[src/rtl/keypad_encoder.sv]
// Scanning 4x3 keypad encoder: drives one column at a time, debounces a
// single-row hit, emits one pulse per accepted key and waits for release.
module keypad_encoder #(
    parameter int unsigned SCAN_CYCLES     = 2,
    parameter int unsigned DEBOUNCE_CYCLES = 4
) (
    input  logic       CLK,
    input  logic       clear,
    input  logic [3:0] row,
    output logic [2:0] col,
    output logic [3:0] digit,
    output logic       valid,
    output logic       start,
    output logic       cancel
);

    localparam int unsigned SW = $clog2(SCAN_CYCLES + 1);
    localparam int unsigned DW = $clog2(DEBOUNCE_CYCLES + 1);

    typedef enum logic [1:0] {StScan, StDebounce, StEmit, StRelease} state_e;

    state_e        state_q, state_d;
    logic [2:0]    col_q, col_d;
    logic [SW-1:0] dwell_q, dwell_d;
    logic [DW-1:0] cnt_q, cnt_d;
    logic [3:0]    key_row_q, key_row_d;
    logic [2:0]    key_col_q, key_col_d;
    logic [3:0]    digit_q, digit_d;

    logic          dwell_last;
    logic          cnt_last;
    logic          row_onehot;
    logic          row_match;
    logic          row_idle;
    logic [2:0]    col_next;
    logic [3:0]    r_idx, c_idx;
    logic [3:0]    key_digit;
    logic          key_is_num, key_is_hash, key_is_star;

    assign dwell_last = (dwell_q == SW'(SCAN_CYCLES - 1));
    // Counter reaching DEBOUNCE_CYCLES-1 means this cycle is the final required one
    assign cnt_last   = (cnt_q == DW'(DEBOUNCE_CYCLES - 1));
    assign row_onehot = (row != 4'd0) && ((row & (row - 4'd1)) == 4'd0);
    assign row_match  = (row == key_row_q);
    assign row_idle   = (row == 4'd0);
    assign col_next   = {col_q[1:0], col_q[2]};

    // Decode the latched row/column into a key code
    always_comb begin
        r_idx       = 4'd0;
        c_idx       = 4'd0;
        key_digit   = 4'd0;
        key_is_num  = 1'b0;
        key_is_hash = 1'b0;
        key_is_star = 1'b0;
        unique case (key_row_q)
            4'b0010: r_idx = 4'd1;
            4'b0100: r_idx = 4'd2;
            4'b1000: r_idx = 4'd3;
            default: r_idx = 4'd0;
        endcase
        unique case (key_col_q)
            3'b010:  c_idx = 4'd1;
            3'b100:  c_idx = 4'd2;
            default: c_idx = 4'd0;
        endcase
        if (r_idx == 4'd3) begin
            key_is_star = (c_idx == 4'd0);
            key_is_num  = (c_idx == 4'd1);
            key_is_hash = (c_idx == 4'd2);
            key_digit   = 4'd0;
        end else begin
            key_is_num = 1'b1;
            key_digit  = (r_idx << 1) + r_idx + c_idx + 4'd1;
        end
    end

    // State register
    always_ff @(posedge CLK or posedge clear) begin
        if (clear) begin
            state_q <= StScan;
        end else begin
            state_q <= state_d;
        end
    end

    // Next-state logic
    always_comb begin
        state_d = state_q;
        unique case (state_q)
            StScan:     if (dwell_last && row_onehot) state_d = StDebounce;
            StDebounce: begin
                if (!row_match)    state_d = StScan;
                else if (cnt_last) state_d = StEmit;
            end
            StEmit:     state_d = StRelease;
            StRelease:  if (row_idle && cnt_last) state_d = StScan;
            default:    state_d = StScan;
        endcase
    end

    // Datapath next-state: column rotation, counters, key latch, digit
    always_comb begin
        col_d     = col_q;
        dwell_d   = dwell_q;
        cnt_d     = cnt_q;
        key_row_d = key_row_q;
        key_col_d = key_col_q;
        digit_d   = digit_q;
        unique case (state_q)
            StScan: begin
                if (dwell_last) begin
                    dwell_d = '0;
                    if (row_onehot) begin
                        key_row_d = row;
                        key_col_d = col_q;
                        cnt_d     = '0;
                    end else begin
                        col_d = col_next;
                    end
                end else begin
                    dwell_d = dwell_q + SW'(1);
                end
            end
            StDebounce: begin
                if (!row_match) begin
                    col_d   = col_next;
                    dwell_d = '0;
                    cnt_d   = '0;
                end else if (cnt_last) begin
                    cnt_d = '0;
                    // Load digit on entry so it is already visible during the pulse
                    if (key_is_num) digit_d = key_digit;
                end else begin
                    cnt_d = cnt_q + DW'(1);
                end
            end
            StEmit: cnt_d = '0;
            StRelease: begin
                if (!row_idle) begin
                    cnt_d = '0;
                end else if (cnt_last) begin
                    cnt_d   = '0;
                    col_d   = 3'b001;
                    dwell_d = '0;
                end else begin
                    cnt_d = cnt_q + DW'(1);
                end
            end
            default: ;
        endcase
    end

    // Datapath registers
    always_ff @(posedge CLK or posedge clear) begin
        if (clear) begin
            col_q     <= 3'b001;
            dwell_q   <= '0;
            cnt_q     <= '0;
            key_row_q <= 4'd0;
            key_col_q <= 3'd0;
            digit_q   <= 4'd0;
        end else begin
            col_q     <= col_d;
            dwell_q   <= dwell_d;
            cnt_q     <= cnt_d;
            key_row_q <= key_row_d;
            key_col_q <= key_col_d;
            digit_q   <= digit_d;
        end
    end

    // Outputs: pulses decoded from the single EMIT cycle
    always_comb begin
        col    = col_q;
        digit  = digit_q;
        valid  = (state_q == StEmit) && key_is_num;
        start  = (state_q == StEmit) && key_is_hash;
        cancel = (state_q == StEmit) && key_is_star;
    end

endmodule

[config.mk]
export PLATFORM = sky130hd
export DESIGN_NAME = keypad_encoder
export DESIGN_NICKNAME = d
export VERILOG_FILES = /design/src/rtl/keypad_encoder.sv
export SDC_FILE = /design/constraint.sdc
export NUM_CORES = 1
export LEC_CHECK = 0
export BUFFER_PORTS_ARGS = -buffer_cell sky130_fd_sc_hd__buf_2
export CAP_MARGIN = 20
export CORE_ASPECT_RATIO = 1.1
export CORE_MARGIN = 2
export CORE_UTILIZATION = 44
export CTS_BUF_LIST = sky130_fd_sc_hd__clkbuf_4 sky130_fd_sc_hd__clkbuf_8
export DETAILED_ROUTE_END_ITERATION = 10
export PLACE_DENSITY_LB_ADDON = 0.2
export SLEW_MARGIN = 10
export SYNTH_ARGS = -nofsm -noshare
export SYNTH_HDL_FRONTEND = slang
export SYNTH_SLANG_ARGS = --single-unit
[constraint.sdc]
create_clock -name CLK -period 3.2 [get_ports CLK]
set_input_delay 0.32 -clock CLK [delete_from_list [all_inputs] [get_ports CLK]]
set_output_delay 0.32 -clock CLK [all_outputs]
set_load 0.01 [all_outputs]
# [Yosys cells after proc, flatten, opt, wreduce, memory -nomap -nowiden]
# Index checks and enable logic that the tools add are counted.
# Widths: inputs -> output; s select.
[totals] elab_cells=83 output_inout_bits=10 in_bits=6 register_bits=21
[classes] n_reduce_logical=18 bitwise_logic=1 eq_ne=23 add_sub_neg=6 n_mux=28
[op_table] op="$mux 3" count=10
[op_table] op="$mux 2" count=8
[op_table] op="$ne 2x2->1 const B" count=8
[op_table] op="$eq 4x2->1 const B" count=3
[op_table] op="$logic_not 4->1" count=3
[op_table] op="$pmux 2 s3" count=2
[op_table] op="$pmux 3 s4" count=1
[op_table] op="$pmux 3 s3" count=1
[op_table] op="$add 4x4->4" count=2
[op_table] op="$pmux 2 s4" count=1
[op_table] op="$reduce_and 4->1" count=2
[op_table] op="$eq 3x2->1 const B" count=2
[op_table] op="$logic_and 1x1->1" count=6
[op_table] op="$reduce_and 3->1" count=2
[op_table] op="$reduce_and 6->1" count=1
[op_table] op="$add 4x1->4 const B" count=1
[op_table] op="$and 4x4->4" count=1
[op_table] op="$eq 2x1->1 const B" count=2
[op_table] op="$eq 2x2->1 const B" count=2
[op_table] op="$eq 4x1->1 const B" count=1
[op_table] op="$eq 4x3->1 const B" count=1
[op_table] op="$eq 4x4->1" count=1
[op_table] op="$eq 4x4->1 const B" count=1
[op_table] op="$mux 4" count=1
[op_table] op="11 further kinds" count=13

# [Logic depth before layout (Yosys ltp)]
# Gate-level depths: netlist of the first run.
[logic_depth] word_depth=7 mapped_depth=10 ltp_nobuf=10

# [Least setup slack after synthesis of the first run]
# Ideal clock, no wire load.
[synth_path] path_kind="register -> register" start="reg key_row_q[3]" end="reg digit_q[2], in the netlist digit[2]" arrival_ns=2.270 required_time_ns=3.075 period_less_slack_ns=2.394 setup_time_ns=0.125 slack_ns=0.806 stages_incl_launch_ff=11 path_buffers=0 path_cell_list="dfrtp_1 xnor2_1 nor3_1 inv_1 fa_1 inv_1 ha_1 inv_1 fa_1 nor2_1 mux2_2"
[synth_via] elab_chain_len=6 word_cells_on_any_way=12 classes_between="add/sub (3); eq/ne (5); mux (3); reduce/logical (1)"
[synth_rtl] element="start, declared" line="26" source="logic [3:0] key_row_q, key_row_d;"
[synth_rtl] element="start signal, assigned" line="167" source="key_row_q <= key_row_d;"
[synth_rtl] element="$eq 4x4->1, or another cell as far along" line="56" source="unique case (key_row_q)"
[synth_rtl] element="$pmux 2 s3" line="56"
[synth_rtl] element="$add 4x4->4 (2 in series)" line="74" source="key_digit = (r_idx << 1) + r_idx + c_idx + 4'd1;"
[synth_rtl] element="$add 4x1->4" line="74"
[synth_rtl] element="$mux 4" line="67" source="if (r_idx == 4'd3) begin"
[synth_rtl] element="end signal, assigned" line="169" source="digit_q <= digit_d;"
[synth_rtl] element="end, declared" line="28" source="logic [3:0] digit_q, digit_d;"
# Parallel ways exist; a longest one is shown, timed or not.
# A chain may end at the register's enable or synchronous reset.

# [Final worst setup path of the first run]
# Ends and elaborated chain as after synthesis.

==> impl_metrics.env, run 1 <==
export IMPL_status="completed"
export IMPL_finalSetupViolations=0
export IMPL_wirelength_um=2390
export IMPL_num_io_pins=16
export IMPL_arrival_ns=2.75
export IMPL_numCtsBuffers=3
export IMPL_hold_ws_ns=0.150
export IMPL_die_area_mm2=0.00330
export IMPL_syn_nets=129
export IMPL_drv_slew=0
export IMPL_top_layer="met4"
export IMPL_fin_ws_ns=0.651
export IMPL_core_mm2=0.00275
export IMPL_globalplace_congestion=0.756
export IMPL_power_total_mw=0.470
export IMPL_cts_buffer_depth=2
export IMPL_postCtsSetupBuffers=0
export IMPL_maxCapViolCount=0
export IMPL_fin_skew_ns=0.00215
export IMPL_drive_above_1_share_pct=28.4
export IMPL_start_util_pct=45.7
export IMPL_setup_tns_ns=0
export IMPL_cp_end_kind="register"
export IMPL_die_h_um=60.1
export IMPL_synth_main_ff_cell="dfrtp_1"
export IMPL_async_flop_share_pct=100
export IMPL_synth_ff_latch_count=21
export IMPL_pre_cts_ws_ns=0.661
export IMPL_critical_path_class="register to register"
export IMPL_grt_util_all_layers_pct=16.2
export IMPL_postSynthAreaPerCell_um2=10.7
export IMPL_wl_met2_um=1250
export IMPL_max_freq_mhz=392
export IMPL_hpwl_um=1840
export IMPL_via_per_inst=5.57
export IMPL_die_x_um=55.0
export IMPL_yosysSeqAreaShare_pct=41.9
export IMPL_overflow=0
export IMPL_via_count=930
export IMPL_io_buffers=15
export IMPL_fillers=253
export IMPL_route_layer_met1_wl_um=1060
export IMPL_hp_class="primary input to asynchronous set/reset pin"
export IMPL_peakVddDrop_mv=0.212
export IMPL_grt_pass1_vias=881
export IMPL_synth_edf_count=0
export IMPL_nNetsFinal=147
export IMPL_synthToLayoutAreaGrowth_pct=10.9
export IMPL_fin_util_pct=50.7
export IMPL_worst_setup_path_start_kind="register"
export IMPL_grt_max_degree=22
export IMPL_drt_pass1_iter_count=4
export IMPL_cts_hold_buffers=0
export IMPL_postRouteAntennaNets=0
export IMPL_htreeDepth=1
export IMPL_clock_sinks=21
export IMPL_r2r_start="key_row_q[3]"
export IMPL_synthCells=117
export IMPL_hold_violations=0
export IMPL_worstPathRequired_ns=3.40
export IMPL_layout_commonest_cell="dfrtp_1"
export IMPL_power_density_mw_per_mm2=337
export IMPL_clock_latency_ns=0.30
export IMPL_syn_area_mm2=0.00126
export IMPL_final_cell_mix="20 x dfrtp_1, 15 x buf_2, 11 x inv_1, 11 x mux2_2, 8 x nor2_1"
export IMPL_timing_final_crit_period_ns=2.55
export IMPL_drc=0
export IMPL_yosysWarnings=0
export IMPL_dr_wl_met3_um=55
export IMPL_cts_root_buf="clkbuf_4"
export IMPL_relSlewSlack_pct=46.4
export IMPL_synth_cell_types=38
export IMPL_worst_pin_slew_ns=0.804
export IMPL_postCtsResizedCells=0
export IMPL_startpoint="key_row_q[3]"
export IMPL_fp_row_count=20
export IMPL_antenna_found_initial=0
export IMPL_grt_pass1_wl_um=3800
export IMPL_p_leak_nw=0.668
export IMPL_wire_per_inst_um=14.3
export IMPL_worst_path_max_fanout=4
export IMPL_cts_tree="done"
export IMPL_antenna_cells=0
export IMPL_drt_iter0_drc=16
export IMPL_path_clk_slew_ns=0.12
export IMPL_fin_crit_sh_pct=79.7
export IMPL_rsz0062_at_grt="no"
-- registers in the layout (all words and copies together) (netlist names), named ones only --
signal	cells
cnt_q	3
col	3
digit	4
dwell_q	2
key_col_q	3
key_row_q	4
state_q	1
-- synthesized netlist by cell type, drive strengths merged, types with 2 or more instances --
| master | count | area (um2) |
|---|---|---|
| a21boi | 2 | 15.0 |
| a21oi | 4 | 20.0 |
| a31oi | 2 | 12.5 |
| dfrtp | 20 | 500 |
| fa | 2 | 40.0 |
| ha | 4 | 50.1 |
| inv | 11 | 41.3 |
| mux2 | 11 | 124 |
| nand2 | 6 | 22.5 |
| nand2b | 2 | 12.5 |
| nand4 | 2 | 27.5 |
| nor2 | 8 | 30.0 |
| nor2b | 6 | 37.5 |
| nor3 | 5 | 25.0 |
| nor4 | 2 | 27.5 |
| nor4b | 3 | 26.3 |
| o211ai | 3 | 22.5 |
| xnor2 | 2 | 17.5 |
| xor2 | 5 | 43.8 |
-- cell families after synthesis --
logic type | count (synthesis) | share of synthesized area (%)
compound gates | 22 | 13.8
flops | 21 | 41.9
buf+inv | 13 | 3.98
xor+xnor | 7 | 4.88
simple gates | 37 | 18.4
mux | 11 | 9.85
fa+ha+maj | 6 | 7.16
-- worst max-delay path, cell delays in order (launching register included) --
cell     delay, ns
dfrtp_1       0.45
xnor2_1       0.15
nor3_1        0.21
inv_1         0.14
fa_1          0.48
inv_1         0.07
ha_1          0.14
inv_1         0.04
fa_1          0.47
nor2_1        0.04
mux2_2        0.26
-- worst paths after layout --
check	to	slack, ns	depth (start not counted)
max	digit[2]	0.65	10
min	digit[3]	0.15	2
max reg2reg	digit[2]	0.65	10
min reg2reg	digit[3]	0.51	1
max in group asynchronous	key_col_q[1]	2.55	2
min in group CLK	key_row_q[3]	0.34	2
-- per-layer routing --
layer	vias up	track usage, %
li1	460	-
met1	457	20.0
met2	11	27.4
met3	2	2.25
met4	0	7.67
met5	-	0
-- stage by stage --
step / instance area [um2] / std cells
floorplan: 1260 / 117
global placement: 1370 / 163
detailed placement: 1370 / 163
CTS: 1400 / 167
global route: 1400 / 167
finish: 1400 / 167
-- power breakdown --
group,internal (mW),leakage [nW],switching [mW]
clock network,0.0570,0.0184,0.0794
registers,0.270,0.262,0.00525
logic,0.0234,0.388,0.0349
-- final cells by class --
type	count	area, um2	area share [%]
well taps	33	41.3	2.96
clock buffers	4	30.0	2.15
flip-flops and latches	21	527	37.8
inverters	11	41.3	2.96
multi-input cells	83	681	48.8
repair buffers	15	75.1	5.38
(Power assumes the default switching activity.)
==> run 2: changes to the inputs <==
Settings changed: ABC_AREA set to 1.
Clock period 3.2 ns to 2.2 ns, I/O delays scaled along.
==> run 2 against run 1 <==
  * The run now ends with negative setup slack left
  * Worst hold slack worse by 0.12 ns
  * Area after synthesis rose by 11%
  * Highest routed layer unchanged
  * Fmax grew 6.8%
  * Final cell count increased by 54%
  * Global-route usage is 1.6 points higher
  * Synthesized cell count increased by 58%
  * Flip-flop and latch count stayed put
  * Sequential power rose by 79%
  * Via count increased by 37%
==> impl_metrics.env, run 2 <==
export IMPL_die_area_mm2=0.00365
export IMPL_antenna_found_initial=0
export IMPL_fillers=285
export IMPL_final_cells=257
export IMPL_r2r_start="key_row_q[3]"
export IMPL_worst_path_max_fanout=5
export IMPL_finalSetupViolations=2
export IMPL_critical_path_class="register to register"
export IMPL_drc=0
export IMPL_num_io_pins=16
export IMPL_drt_pass1_iter_count=4
export IMPL_grt_util_all_layers_pct=17.8
export IMPL_drv_slew=0
export IMPL_maxCapViolCount=0
export IMPL_antenna_cells=0
export IMPL_htreeDepth=1
export IMPL_hp_class="primary input to asynchronous set/reset pin"
export IMPL_cts_tree="done"
export IMPL_synthToLayoutAreaGrowth_pct=23.5
export IMPL_hpwl_um=2320
export IMPL_use_met2_pct=31.1
export IMPL_violations="negative setup slack"
export IMPL_met1_usage_pct=21.6
export IMPL_overflow=0
export IMPL_path_clk_slew_ns=0.13
export IMPL_dpl_cell_area_mm2=0.00162
export IMPL_synth_cell_types=25
export IMPL_rrSetupSlack_ns=-0.19
export IMPL_cts_root_buf="clkbuf_4"
export IMPL_cp_end_kind="register"
export IMPL_nNetsFinal=236
export IMPL_clock_sinks=21
export IMPL_drt_iter0_drc=56
export IMPL_syn_area_mm2=0.00140
export IMPL_start_util_pct=46.0
export IMPL_die_h_um=63.2
export IMPL_layout_commonest_cell="nand2_1"
export IMPL_r2r_end="digit[2]"
export IMPL_fin_crit_sh_pct=108
export IMPL_wirelength_um=2970
export IMPL_rsz0062_at_grt="yes"
export IMPL_synth_top_area_share_pct=35.7
export IMPL_hold_violations=0
export IMPL_fin_skew_ns=0.00899
export IMPL_timing_final_crit_period_ns=2.39
export IMPL_synth_main_ff_cell="dfrtp_1"
export IMPL_max_freq_mhz=419
export IMPL_netlist_top_cells_area="dfrtp_1 36%, nand2_1 14%, inv_1 7.2%"
export IMPL_status="finished, violations left"
export IMPL_syn_nets=197
export IMPL_async_flop_share_pct=100
export IMPL_power_density_mw_per_mm2=965
export IMPL_p_leak_nw=0.941
export IMPL_numCtsBuffers=3
export IMPL_globalplace_congestion=0.848
export IMPL_postRouteAntennaNets=0
export IMPL_final_cell_mix="52 x nand2_1, 22 x inv_1, 20 x dfrtp_1, 20 x buf_4, 16 x nor2_1"
export IMPL_top_usage_layer="met2"
export IMPL_clock_latency_ns=0.32
export IMPL_wire_per_inst_um=11.6
export IMPL_worst_pin_slew_ns=0.814
export IMPL_arrival_ns=2.63
export IMPL_cts_hold_buffers=0
export IMPL_grt_pass1_wl_um=5150
export IMPL_io_buffers=15
export IMPL_via_count=1276
export IMPL_synth_ff_latch_count=21
export IMPL_hold_ws_ns=0.0298
export IMPL_worst_setup_path_start_kind="register"
export IMPL_yosysMostFrequentCell="nand2_1"
export IMPL_r2r_cells=11
export IMPL_peakVddDrop_mv=0.634
export IMPL_postSynthAreaPerCell_um2=7.57
export IMPL_die_x_um=57.8
export IMPL_via_per_inst=4.96
export IMPL_synth_edf_count=0
export IMPL_fin_util_pct=56.8
export IMPL_yosysWarnings=0
export IMPL_finalInstanceArea_mm2=0.00173
export IMPL_drive_above_1_share_pct=37.2
export IMPL_relSlewSlack_pct=45.7
export IMPL_dp_cells=247
export IMPL_grt_max_degree=22
export IMPL_grt_pass1_vias=1261
export IMPL_cts_buffer_depth=2
export IMPL_yosysSeqAreaShare_pct=37.6
export IMPL_worstPathRequired_ns=2.45
export IMPL_core_mm2=0.00305
export IMPL_netlist_top_cells_count="52 x nand2_1, 27 x inv_1, 20 x dfrtp_1"
export IMPL_fp_row_count=21
export IMPL_setup_tns_ns=-0.319
export IMPL_fin_ws_ns=-0.186
export IMPL_use_met3_pct=2.05
export IMPL_synthCells=185
export IMPL_yosysTopAreaCell="dfrtp_1"
run 2: cell type report:
type / count / area, um2 / share of cell area [%]
timing repair buffer: 35 / 225 / 13.0
multi-input combinational: 129 / 778 / 45.0
clock buffer: 3 / 22.5 / 1.30
tap: 34 / 42.5 / 2.46
inverter: 34 / 130 / 7.52
clock inverter: 1 / 5.00 / 0.289
sequential: 21 / 527 / 30.4
run 2: report_power, final:
group | internal [mW] | leakage, nW | switching [mW] | total [mW]
logic | 0.428 | 0.643 | 0.552 | 0.979
registers | 0.447 | 0.281 | 0.0457 | 0.493
clock network | 0.0680 | 0.0177 | 0.130 | 0.199
total | 0.943 | 0.941 | 0.728 | 1.67
run 2: cells by family after synthesis:
logic type / after synthesis / share of synthesized area (%)
flip-flops: 21 / 37.6
AND/OR/NAND/NOR: 102 / 34.6
buffers and inverters: 35 / 9.91
adder cells (fa/ha/maj): 6 / 6.43
AO/OA/AOI/OAI: 21 / 11.4
run 2: worst max path at each step:
stage,cells past startpoint,to,from
2_1_floorplan,11,digit[2],key_row_q[0]
3_3_place_gp,11,digit[2],key_row_q[0]
6_report,11,digit[2],key_row_q[3]
5_1_grt,11,digit[2],key_row_q[1]
4_1_cts,11,digit[2],key_row_q[2]
3_5_place_dp,11,digit[2],key_row_q[0]
run 2: critical path, cell delays in order, from the launching register on:
cell and delay [ns]:
dfrtp_1 0.41, inv_2 0.10, o21ai_1 0.09, a21oi_2 0.15, inv_2 0.06, fa_1 0.50, inv_1 0.05, ha_2 0.16
inv_2 0.05, fa_1 0.41, or2_4 0.24, o21ai_2 0.11
run 2: stage by stage:
stage | setup slack [ns] | power [mW]
after floorplan | -0.148 | 1.09
after global placement | -0.153 | 1.31
after detailed placement | -0.258 | 1.36
after CTS | -0.224 | 1.59
after global routing | -0.323 | 1.82
final | -0.186 | 1.67
run 2: routing by layer:
layer | vias to the layer above | routed length [um]
met4 | 0 | 72
met2 | 20 | 1530
li1 | 660 | -
met1 | 589 | 1310
met5 | - | 0
met3 | 7 | 61
run 2: what timing repair did:
action,in CTS,in global routing
resized for setup,3,8
pin swaps,1,7
setup buffers,2,5
endpoints found under the setup margin,3,5
==> run 3: changes to the inputs <==
==> constraint.sdc (replaced) <==
create_clock -name CLK -period 2.2 [get_ports CLK]
set_input_delay 0.22 -clock CLK [delete_from_list [all_inputs] [get_ports CLK]]
set_output_delay 0.22 -clock CLK [all_outputs]
set_load 0.05 [all_outputs]
==> run 3 against run 2 <==
  * Sequential power about the same
  * Largest cell class unchanged
  * Total power is 1.0% lower
  * Flip-flop and latch count unchanged
  * Critical path depth is the same
  * The run still ends with negative setup slack left
  * Utilization grew 0.45 points
  * Final cell count fell by 0.39%
  * First-iteration DRC count fell by 13%
  * Highest routed layer unchanged
  * Wire length shrank 0.37%
  * Via count increased by 0.63%
  * Clock power is 3% lower
  * Clock skew fell by 0.0021 ns
  * Clock-buffer cell count unchanged
==> impl_metrics.env, run 3 (same netlist as run 2, synthesis figures left out) <==
export IMPL_maxCapViolCount=0
export IMPL_power_total_mw=1.65
export IMPL_arrival_ns=2.64
export IMPL_r2r_start="key_row_q[1]"
export IMPL_cts_hold_buffers=0
export IMPL_fin_skew_ns=0.00692
export IMPL_violations="negative setup slack"
export IMPL_fp_row_count=21
export IMPL_grt_max_degree=22
export IMPL_fillers=275
export IMPL_wirelength_um=2960
export IMPL_status="finished, violations left"
export IMPL_die_area_mm2=0.00365
export IMPL_die_x_um=57.8
export IMPL_cts_buffer_depth=2
export IMPL_io_buffers=15
export IMPL_start_util_pct=46.0
export IMPL_numCtsBuffers=3
export IMPL_drc=0
export IMPL_die_h_um=63.2
export IMPL_worst_pin_slew_ns=0.830
export IMPL_final_cell_mix="51 x nand2_1, 22 x inv_1, 21 x buf_4"
export IMPL_worst_path_max_fanout=3
export IMPL_globalplace_congestion=0.840
export IMPL_worstPathRequired_ns=2.45
export IMPL_synthToLayoutAreaGrowth_pct=24.5
export IMPL_drv_slew=0
export IMPL_pre_cts_ws_ns=-0.248
export IMPL_worst_setup_path_start_kind="register"
export IMPL_clock_sinks=21
export IMPL_fin_crit_sh_pct=109
export IMPL_final_cells=256
export IMPL_grt_util_all_layers_pct=17.8
export IMPL_drt_pass1_iter_count=4
export IMPL_core_mm2=0.00305
export IMPL_postRouteAntennaNets=0
export IMPL_relSlewSlack_pct=44.6
export IMPL_rrSetupSlack_ns=-0.19
export IMPL_drive_above_1_share_pct=38.3
export IMPL_overflow=0
export IMPL_dpl_cell_area_mm2=0.00163
export IMPL_via_per_inst=5.02
export IMPL_hp_class="primary input to asynchronous set/reset pin"
export IMPL_max_freq_mhz=419
export IMPL_antenna_found_initial=0
export IMPL_hpwl_um=2360
export IMPL_htreeDepth=1
export IMPL_startpoint="key_row_q[1]"
export IMPL_hold_violations=0
export IMPL_cts_tree="done"
export IMPL_finalSetupViolations=2
export IMPL_rsz0062_at_grt="yes"
export IMPL_power_density_mw_per_mm2=948
export IMPL_num_io_pins=16
export IMPL_layout_commonest_cell="nand2_1"
export IMPL_wire_per_inst_um=11.6
export IMPL_clock_latency_ns=0.31
export IMPL_r2r_cells=11
export IMPL_critical_path_class="register to register"
export IMPL_fin_ws_ns=-0.189
export IMPL_timing_final_crit_period_ns=2.39
export IMPL_cts_root_buf="clkbuf_4"
export IMPL_nNetsFinal=235
export IMPL_cp_end_kind="register"
export IMPL_via_count=1284
export IMPL_r2r_end="digit[2]"
export IMPL_grt_pass1_wl_um=5160
export IMPL_peakVddDrop_mv=0.597
export IMPL_p_leak_nw=0.937
export IMPL_antenna_cells=0
export IMPL_grt_pass1_vias=1255
export IMPL_dp_cells=247
export IMPL_path_clk_slew_ns=0.13
export IMPL_drt_iter0_drc=49
export IMPL_finalInstanceArea_mm2=0.00174
[run 3: cell count changes in the layout (fill, tap and decap cells not counted), sizes merged]
cell,change
buf,-1
[run 3: critical path, cell delays in order, from the launching register on]
cell and delay, ns:
dfrtp_1 0.42, nor2_1 0.12, o21ai_1 0.09, a21oi_2 0.14, inv_2 0.06, fa_1 0.50
inv_1 0.04, ha_2 0.16, inv_2 0.05, fa_1 0.40, or2_4 0.23, o21ai_2 0.10
[run 3: where the power goes]
group	internal, mW	switching [mW]	total, mW
sequential	0.447	0.0463	0.493
clock	0.0680	0.126	0.194
combinational	0.419	0.548	0.966
[run 3: metrics by stage]
stage,utilization (%),setup TNS [ns],hold slack (ns)
floorplan,-,-0.218,0.196
global placement,53.3,-0.251,0.407
detailed placement,53.3,-0.440,0.423
CTS,55.8,-0.490,0.0612
global route,57.2,-0.642,0.101
finish,57.2,-0.332,0.0427
[run 3: cell type report]
cell class,instances,area [um2],share of cell area [%]
clock buffer,3,22.5,1.29
clock inverter,1,5.00,0.287
inverter,34,130,7.46
multi-input combinational,129,788,45.2
sequential,21,527,30.2
tap,34,42.5,2.44
timing repair buffer,34,229,13.1
[run 3: worst max-delay path by stage]
stage,to,slack [ns],cells past startpoint
6_report,digit[2],-0.19,11
5_1_grt,digit[2],-0.29,11
4_1_cts,digit[2],-0.19,11
2_1_floorplan,digit[2],-0.15,11
3_5_place_dp,digit[2],-0.25,11
3_3_place_gp,digit[2],-0.15,11
[run 3: routing by layer]
layer  routed length, um  global-route usage (%)  share of wire [%]
met2                1540                    32.0                 52
met1                1280                    20.8                 43
met5                   0                       0                  0
met3                  62                    2.05                2.1
met4                  74                    7.85                2.5
[run 3: timing repair]
action,in CTS,in global routing
pin swaps,3,4
resized for setup,9,8
setup buffers,2,4
setup endpoints to repair,4,5
